## src/rtl/mtm_alu_pserializer.sv

```systemverilog
// Serialises an ALU result (or an error report) into start/type/payload/stop frames.
// Normal packets carry DATA_BYTES data frames then a control frame with flags and CRC-3.
//
// state   | meaning
// IDLE    | line idle high, ready for a new result
// START   | start bit (0) on sout
// TYPE    | frame type bit on sout (0 data, 1 control)
// PAYLOAD | 8 payload bits on sout, MSB first
// STOP    | STOP_BITS stop bits (1) on sout
module mtm_alu_pserializer #(
    parameter int DATA_BYTES = 4,
    parameter int STOP_BITS  = 1
) (
    input  logic                    clk,
    input  logic                    rst,
    input  logic                    in_valid,
    output logic                    in_ready,
    input  logic [8*DATA_BYTES-1:0] in_data,
    input  logic [3:0]              in_flags,
    input  logic                    in_err,
    input  logic [5:0]              in_err_code,
    output logic                    sout,
    output logic                    busy
);

    localparam int W = 8 * DATA_BYTES;

    typedef enum logic [2:0] {IDLE, START, TYPE, PAYLOAD, STOP} state_t;

    state_t       state;
    logic [W-1:0] data_q;
    logic [7:0]   pay_sh;
    logic [3:0]   flags_q;
    logic [2:0]   crc_q;
    logic         cur_type;
    logic [2:0]   bit_cnt;
    logic [1:0]   stop_cnt;
    logic [3:0]   byte_cnt;
    logic         accept;

    // Serial CRC-3 (x^3+x+1) over data, a zero separator bit, then the flags.
    function automatic logic [2:0] crc_calc(input logic [W-1:0] d, input logic [3:0] f);
        logic [W+4:0] msg;
        logic [2:0]   c;
        logic         fb;
        msg = {d, 1'b0, f};
        c   = 3'b000;
        for (int i = W + 4; i >= 0; i--) begin
            fb = c[2] ^ msg[i];
            c  = {c[1], c[0] ^ fb, fb};
        end
        return c;
    endfunction

    assign in_ready = rst && (state == IDLE);
    assign busy     = rst && (state != IDLE);
    assign accept   = in_valid && in_ready;

    always_ff @(posedge clk) begin
        if (!rst) begin
            state    <= IDLE;
            sout     <= 1'b1;
            data_q   <= '0;
            pay_sh   <= '0;
            flags_q  <= '0;
            crc_q    <= '0;
            cur_type <= 1'b0;
            bit_cnt  <= '0;
            stop_cnt <= '0;
            byte_cnt <= '0;
        end else begin
            case (state)
                IDLE: begin
                    sout <= 1'b1;
                    if (accept) begin
                        state    <= START;
                        sout     <= 1'b0;
                        bit_cnt  <= '0;
                        stop_cnt <= '0;
                        byte_cnt <= '0;
                        flags_q  <= in_flags;
                        crc_q    <= crc_calc(in_data, in_flags);
                        if (in_err) begin
                            cur_type <= 1'b1;
                            pay_sh   <= {1'b1, in_err_code, ^in_err_code};
                            data_q   <= '0;
                        end else begin
                            cur_type <= 1'b0;
                            pay_sh   <= in_data[W-1 -: 8];
                            data_q   <= in_data << 8;
                        end
                    end
                end
                START: begin
                    sout  <= cur_type;
                    state <= TYPE;
                end
                TYPE: begin
                    sout    <= pay_sh[7];
                    pay_sh  <= {pay_sh[6:0], 1'b0};
                    bit_cnt <= '0;
                    state   <= PAYLOAD;
                end
                PAYLOAD: begin
                    if (bit_cnt == 3'd7) begin
                        sout     <= 1'b1;
                        bit_cnt  <= '0;
                        stop_cnt <= '0;
                        state    <= STOP;
                    end else begin
                        sout    <= pay_sh[7];
                        pay_sh  <= {pay_sh[6:0], 1'b0};
                        bit_cnt <= bit_cnt + 3'd1;
                    end
                end
                STOP: begin
                    if (stop_cnt == 2'(STOP_BITS - 1)) begin
                        stop_cnt <= '0;
                        if (cur_type) begin
                            state    <= IDLE;
                            sout     <= 1'b1;
                            byte_cnt <= '0;
                            cur_type <= 1'b0;
                        end else begin
                            state <= START;
                            sout  <= 1'b0;
                            // After the last data byte the control frame follows.
                            if (byte_cnt == 4'(DATA_BYTES - 1)) begin
                                cur_type <= 1'b1;
                                pay_sh   <= {1'b0, flags_q, crc_q};
                                byte_cnt <= '0;
                            end else begin
                                pay_sh   <= data_q[W-1 -: 8];
                                data_q   <= data_q << 8;
                                byte_cnt <= byte_cnt + 4'd1;
                            end
                        end
                    end else begin
                        stop_cnt <= stop_cnt + 2'd1;
                        sout     <= 1'b1;
                    end
                end
                default: begin
                    state <= IDLE;
                    sout  <= 1'b1;
                end
            endcase
        end
    end

endmodule

```

## config.mk

```make
export PLATFORM = sky130hd
export DESIGN_NAME = mtm_alu_pserializer
export DESIGN_NICKNAME = d
export VERILOG_FILES = /design/src/rtl/mtm_alu_pserializer.sv
export SDC_FILE = /design/constraint.sdc
export NUM_CORES = 1
export LEC_CHECK = 0
export CAP_MARGIN = 10
export CORE_ASPECT_RATIO = 1.5
export CORE_UTILIZATION = 40
export DETAILED_ROUTE_END_ITERATION = 8
export RECOVER_POWER = 100
export SLEW_MARGIN = 20
export SYNTH_ARGS = -nofsm -noshare
export SYNTH_HDL_FRONTEND = slang
export SYNTH_SLANG_ARGS = --single-unit
```

## constraint.sdc

```tcl
create_clock -name clk -period 4.3 [get_ports clk]
set_input_delay 0.645 -clock clk [delete_from_list [all_inputs] [get_ports clk]]
set_output_delay 0.645 -clock clk [all_outputs]
set_load 0.01 [all_outputs]
```

# Yosys cells after proc, flatten, opt, wreduce, memory -nomap -nowiden

Cells that the tools add are included.
W data, S select, Z words.

Output and inout port bits: 3
Latch bits: 0
Input bits: 46
Bits in registers: 61
Memories kept: 0
RAM bits: 0
Bits in read-only memories: 0
Word-level logic and storage cells: 154

Multipliers: 0
Shift operators: 0
Magnitude comparators: 0
Mux-type cells: 41
Reductions and logical operators: 18
Div/mod/pow operators: 0
$add $sub $neg: 3
Equal/unequal tests: 12
Bitwise operators: 70

Operator list:

| kind                  | number |
|---|---|
| $mux W32              | 5 |
| $xor A1 B1 Y1         | 70 |
| $pmux W32 S2          | 1 |
| $mux W8               | 6 |
| $pmux W8 S4           | 1 |
| $mux W4               | 4 |
| $mux W3               | 5 |
| $pmux W3 S5           | 1 |
| $ne A2 B2 Y1 const B  | 6 |
| $mux W1               | 10 |
| $reduce_and A5 Y1     | 2 |
| $pmux W3 S3           | 1 |
| $reduce_and A3 Y1     | 3 |
| $reduce_bool A3 Y1    | 3 |
| $pmux W4 S2           | 1 |
| $eq A3 B2 Y1 const B  | 2 |
| $eq A3 B3 Y1 const B  | 2 |
| $mux W2               | 3 |
| $pmux W2 S3           | 1 |
| $reduce_xor A6 Y1     | 1 |
| $pmux W1 S5           | 1 |
| $add A4 B1 Y4 const B | 1 |
| $eq A4 B2 Y1 const B  | 1 |
| $reduce_and A2 Y1     | 2 |
| 9 further kinds       | 11 |

# Logic depth before layout (Yosys ltp)

Word-level depth: 35
Gate-level depth with buffers: 8
Depth with buffers taken out: 7

# Worst setup path before layout

No wires, ideal clock.

Path kind: input to output
Start: in rst
End: out in_ready
Required time: 3.655 ns
Path buffers: 2
Arrival time: 1.346 ns
Cell stages on the path: 3
Slack: 2.309 ns
Cell sequence: clkbuf_1 > clkbuf_1 > and2_1

Cells in the longest elaborated chain, start to end: 1

RTL lines:

| element             | line | text |
|---|---|---|
| from (decl)         | 15   | `input logic rst,` |
| $logic_and A1 B1 Y1 | 55   | `assign in_ready = rst && (state == IDLE);` |
| to (decl)           | 17   | `output logic in_ready,` |

No other way between the ends.

# Final worst setup path

Same ends and word-level chain as after synthesis.

==> flow_metrics.env <==
export IMPL_row_count=39
export IMPL_powerDensity_mw_per_mm2=358
export IMPL_rsz0062_at_grt="no"
export IMPL_ioPinCount=49
export IMPL_tns_ns=0
export IMPL_grt_usage_pct=20.4
export IMPL_cts_tree="yes"
export IMPL_cts_root_to_sink_buffers=2
export IMPL_max_freq_mhz=326
export IMPL_nNetsFinal=441
export IMPL_syn_area_mm2=0.00312
export IMPL_die_h_um=110
export IMPL_n_fill_cell=735
export IMPL_globalRouteOverflowTotal=0
export IMPL_drtIter0Drc=122
export IMPL_antenna_found_initial=0
export IMPL_ys_top_cells_by_area="dfxtp_1 (34%), xnor2_1 (9.6%), nand2_1 (5.2%), o211a_1 (5.1%), a21oi_1 (4.5%)"
export IMPL_ys_seq_elements=53
export IMPL_crit_chain="dlygate4sd3_1 -> buf_4 -> and2_1 -> dlygate4sd3_1"
export IMPL_worstHoldPathCells=2
export IMPL_start_util_pct=41.2
export IMPL_ys_warn_count=0
export IMPL_reg2reg_to="pay_sh[1]$_SDFFE_PN0P_"
export IMPL_wl_met1_um=3320
export IMPL_wl_met2_um=4110
export IMPL_io_buffers=48
export IMPL_syn_avg_cell_area_um2=8.78
export IMPL_syn_inst=355
export IMPL_min_period_ns=3.06
export IMPL_end_kind="output pin"
export IMPL_worstSetupStartpointType="input port"
export IMPL_drcViolationCount=0
export IMPL_vias=2604
export IMPL_grt_pass1_wl_um=12600
export IMPL_clock_latency_ns=0.29
export IMPL_wl_per_cell_um=15.8
export IMPL_ctsHoldBuffers=0
export IMPL_outcome="complete, no violations"
export IMPL_wirelength_um=7780
export IMPL_required_ns=3.65
export IMPL_area_growth_pct=22.4
export IMPL_crit_fanout=55
export IMPL_crit_top_cell="dlygate4sd3_1"
export IMPL_place_inst=485
export IMPL_wl_met3_um=203
export IMPL_yosysUniqueCellTypes=42
export IMPL_grt_max_degree=56
export IMPL_min_delay_start="flags_q[2]$_SDFFE_PN0P_"
export IMPL_cp_slowest_cell="dlygate4sd3_1"
export IMPL_min_path_type="flop to flop"
export IMPL_dr_pass1_iters=4
export IMPL_async_flop_share_pct=0
export IMPL_setup_violations=0
export IMPL_post_dp_hpwl_um=5670
export IMPL_numClockSinks=53
export IMPL_finalNonFillerCells=493
export IMPL_vdd_ir_drop_max_uv=249
export IMPL_final_setup_skew_ns=0.00250
export IMPL_synth_nets=406
export IMPL_grt_pass1_vias=2565
export IMPL_report_final_hold_viol_count=0
export IMPL_cts_max_level=2
export IMPL_synth_area_leader_cell="dfxtp_1"
export IMPL_drv_slew=0
export IMPL_synth_common_cells="dfxtp_1 (53), nand2_1 (43), xnor2_1 (34)"
export IMPL_postRouteAntennaNets=0
export IMPL_cap_viol_max_count=0
export IMPL_cts_setup_buffers=0
export IMPL_tightest_slew_ns=1.03
export IMPL_cts_buffers=5
export IMPL_dieArea_mm2=0.00815
export IMPL_vias_per_cell=5.28
export IMPL_maxSlewHeadroom_pct=31.1
export IMPL_critPathKind="input port to output pin"
export IMPL_drive_gt1_share_pct=6.39
export IMPL_top_layer="met4"
export IMPL_coreArea_mm2=0.00756
export IMPL_synth_edf_count=0
export IMPL_fp_dieW_um=74.1
export IMPL_min_period_over_period_pct=71.3
export IMPL_ys_flop_type="dfxtp_1"
export IMPL_worst_ep_arrival_time_ns=2.42
export IMPL_cp_slowest_stage_delay_ns=0.59
export IMPL_reg2regPathDepth=5
export IMPL_place_gp_congestion=0.791
export IMPL_seq_area_frac_synth_pct=34.1
export IMPL_reg2reg_slack_ns=2.09
export IMPL_worstHoldEndpoint="flags_q[2]$_SDFFE_PN0P_"
export IMPL_clk_transition_reported_paths_ns=0.07
export IMPL_yosys_cell_count_top_type="dfxtp_1"
export IMPL_r2r_start="state[1]$_SDFFE_PN0P_"
export IMPL_synth_top_area_share_pct=34.1
export IMPL_cts_resized=0
export IMPL_cts_root_buffer="clkbuf_16"
export IMPL_p_leak_nw=1.57
export IMPL_diodes=0
==> cell families (layout without fill, tap and decap cells) <==
family                   count (synthesis)  after routing  share of synthesized area (%)
adder cells (fa/ha/maj)                  5              5                           2.01
flip-flops                              53             53                           34.1
AND/OR/NAND/NOR                        114            114                           18.4
XOR/XNOR                                47             47                           16.2
multiplexers                            16             16                           5.42
AO/OA/AOI/OAI                           89             89                           19.8
buffers and inverters                   31             67                           4.10
==> state kept, by name (all words and copies together), names as in the netlist <==
signal,count
flags_q,4
bit_cnt,3
sout,1
cur_type,1
data_q,24
pay_sh,8
stop_cnt,2
crc_q,3
byte_cnt,4
state,3
==> layout by cell type, fill, tap and decap left out, types with 4 or more instances in the layout <==
cell             instances
a21boi_0                11
a21oi_1                 28
a221oi_1                 8
buf_4                    5
clkbuf_16                5
clkdlybuf4s50_1         43
dfxtp_1                 53
dlygate4sd3_1            5
ha_1                     5
inv_1                    5
mux2_2                   7
mux2i_1                  9
nand2_1                 43
nand3_1                 11
nor2_1                  23
nor2b_1                  7
nor3b_1                 18
o211a_1                 16
o21ai_0                 15
xnor2_1                 35
xnor3_1                  4
xor2_1                   6
==> layer usage <==
metal	vias up	global-route usage (%)
met5	-	0
met4	0	7.42
met3	6	2.64
met2	50	37.4
met1	1232	23.7
li1	1316	-
==> where the power goes <==
part / total [W] / internal [W] / leakage, nW / switching, W
Clock: 0.000424 / 0.000247 / 0.0799 / 0.000177
Combinational: 0.000375 / 0.000217 / 1.06 / 0.000158
Sequential: 0.000565 / 0.000534 / 0.433 / 0.0000309
Total: 0.00136 / 0.000998 / 1.57 / 0.000366
==> stage by stage <==
| step | utilization [%] | worst slack, ns | area [µm²] | hold slack (ns) | power [W] |
|---|---|---|---|---|---|
| final | 50.4 | 1.24 | 3810 | 0.461 | 0.00136 |
| after global routing | 50.4 | 1.17 | 3810 | 0.490 | 0.00144 |
| after CTS | 50.6 | 1.37 | 3820 | 0.461 | 0.00139 |
| after detailed placement | 48.5 | 1.31 | 3670 | 0.452 | 0.000956 |
| after global placement | 48.5 | 1.36 | 3670 | 0.438 | 0.000956 |
| after floorplan | - | 2.31 | 3120 | 0.430 | 0.000840 |
==> how the worst max path moves through the flow <==
stage | from | to | slack (ns) | cells after the start
after detailed placement | rst | data_q[13]$_SDFFE_PN0P_ | 1.31 | 7
final | rst | in_ready | 1.24 | 4
after global routing | rst | in_ready | 1.17 | 4
after CTS | rst | busy | 1.37 | 4
after global placement | rst | data_q[15]$_SDFFE_PN0P_ | 1.36 | 7
after floorplan | rst | in_ready | 2.31 | 3
==> critical path: cells and delay by family <==
family,cells,cell delay (ns)
buffers and inverters,3,1.55
and+or+nand+nor,1,0.20
==> final cells by class <==
cell class / count / area, µm² / share of cell area, %
Tap cell: 102 / 128 / 3.35
Multi-Input combinational cell: 271 / 1930 / 50.5
Timing Repair Buffer: 54 / 522 / 13.7
Clock inverter: 1 / 5.00 / 0.131
Clock buffer: 7 / 153 / 4.00
Inverter: 5 / 18.8 / 0.492
Sequential cell: 53 / 1060 / 27.8
(Power assumes the default switching activity.)
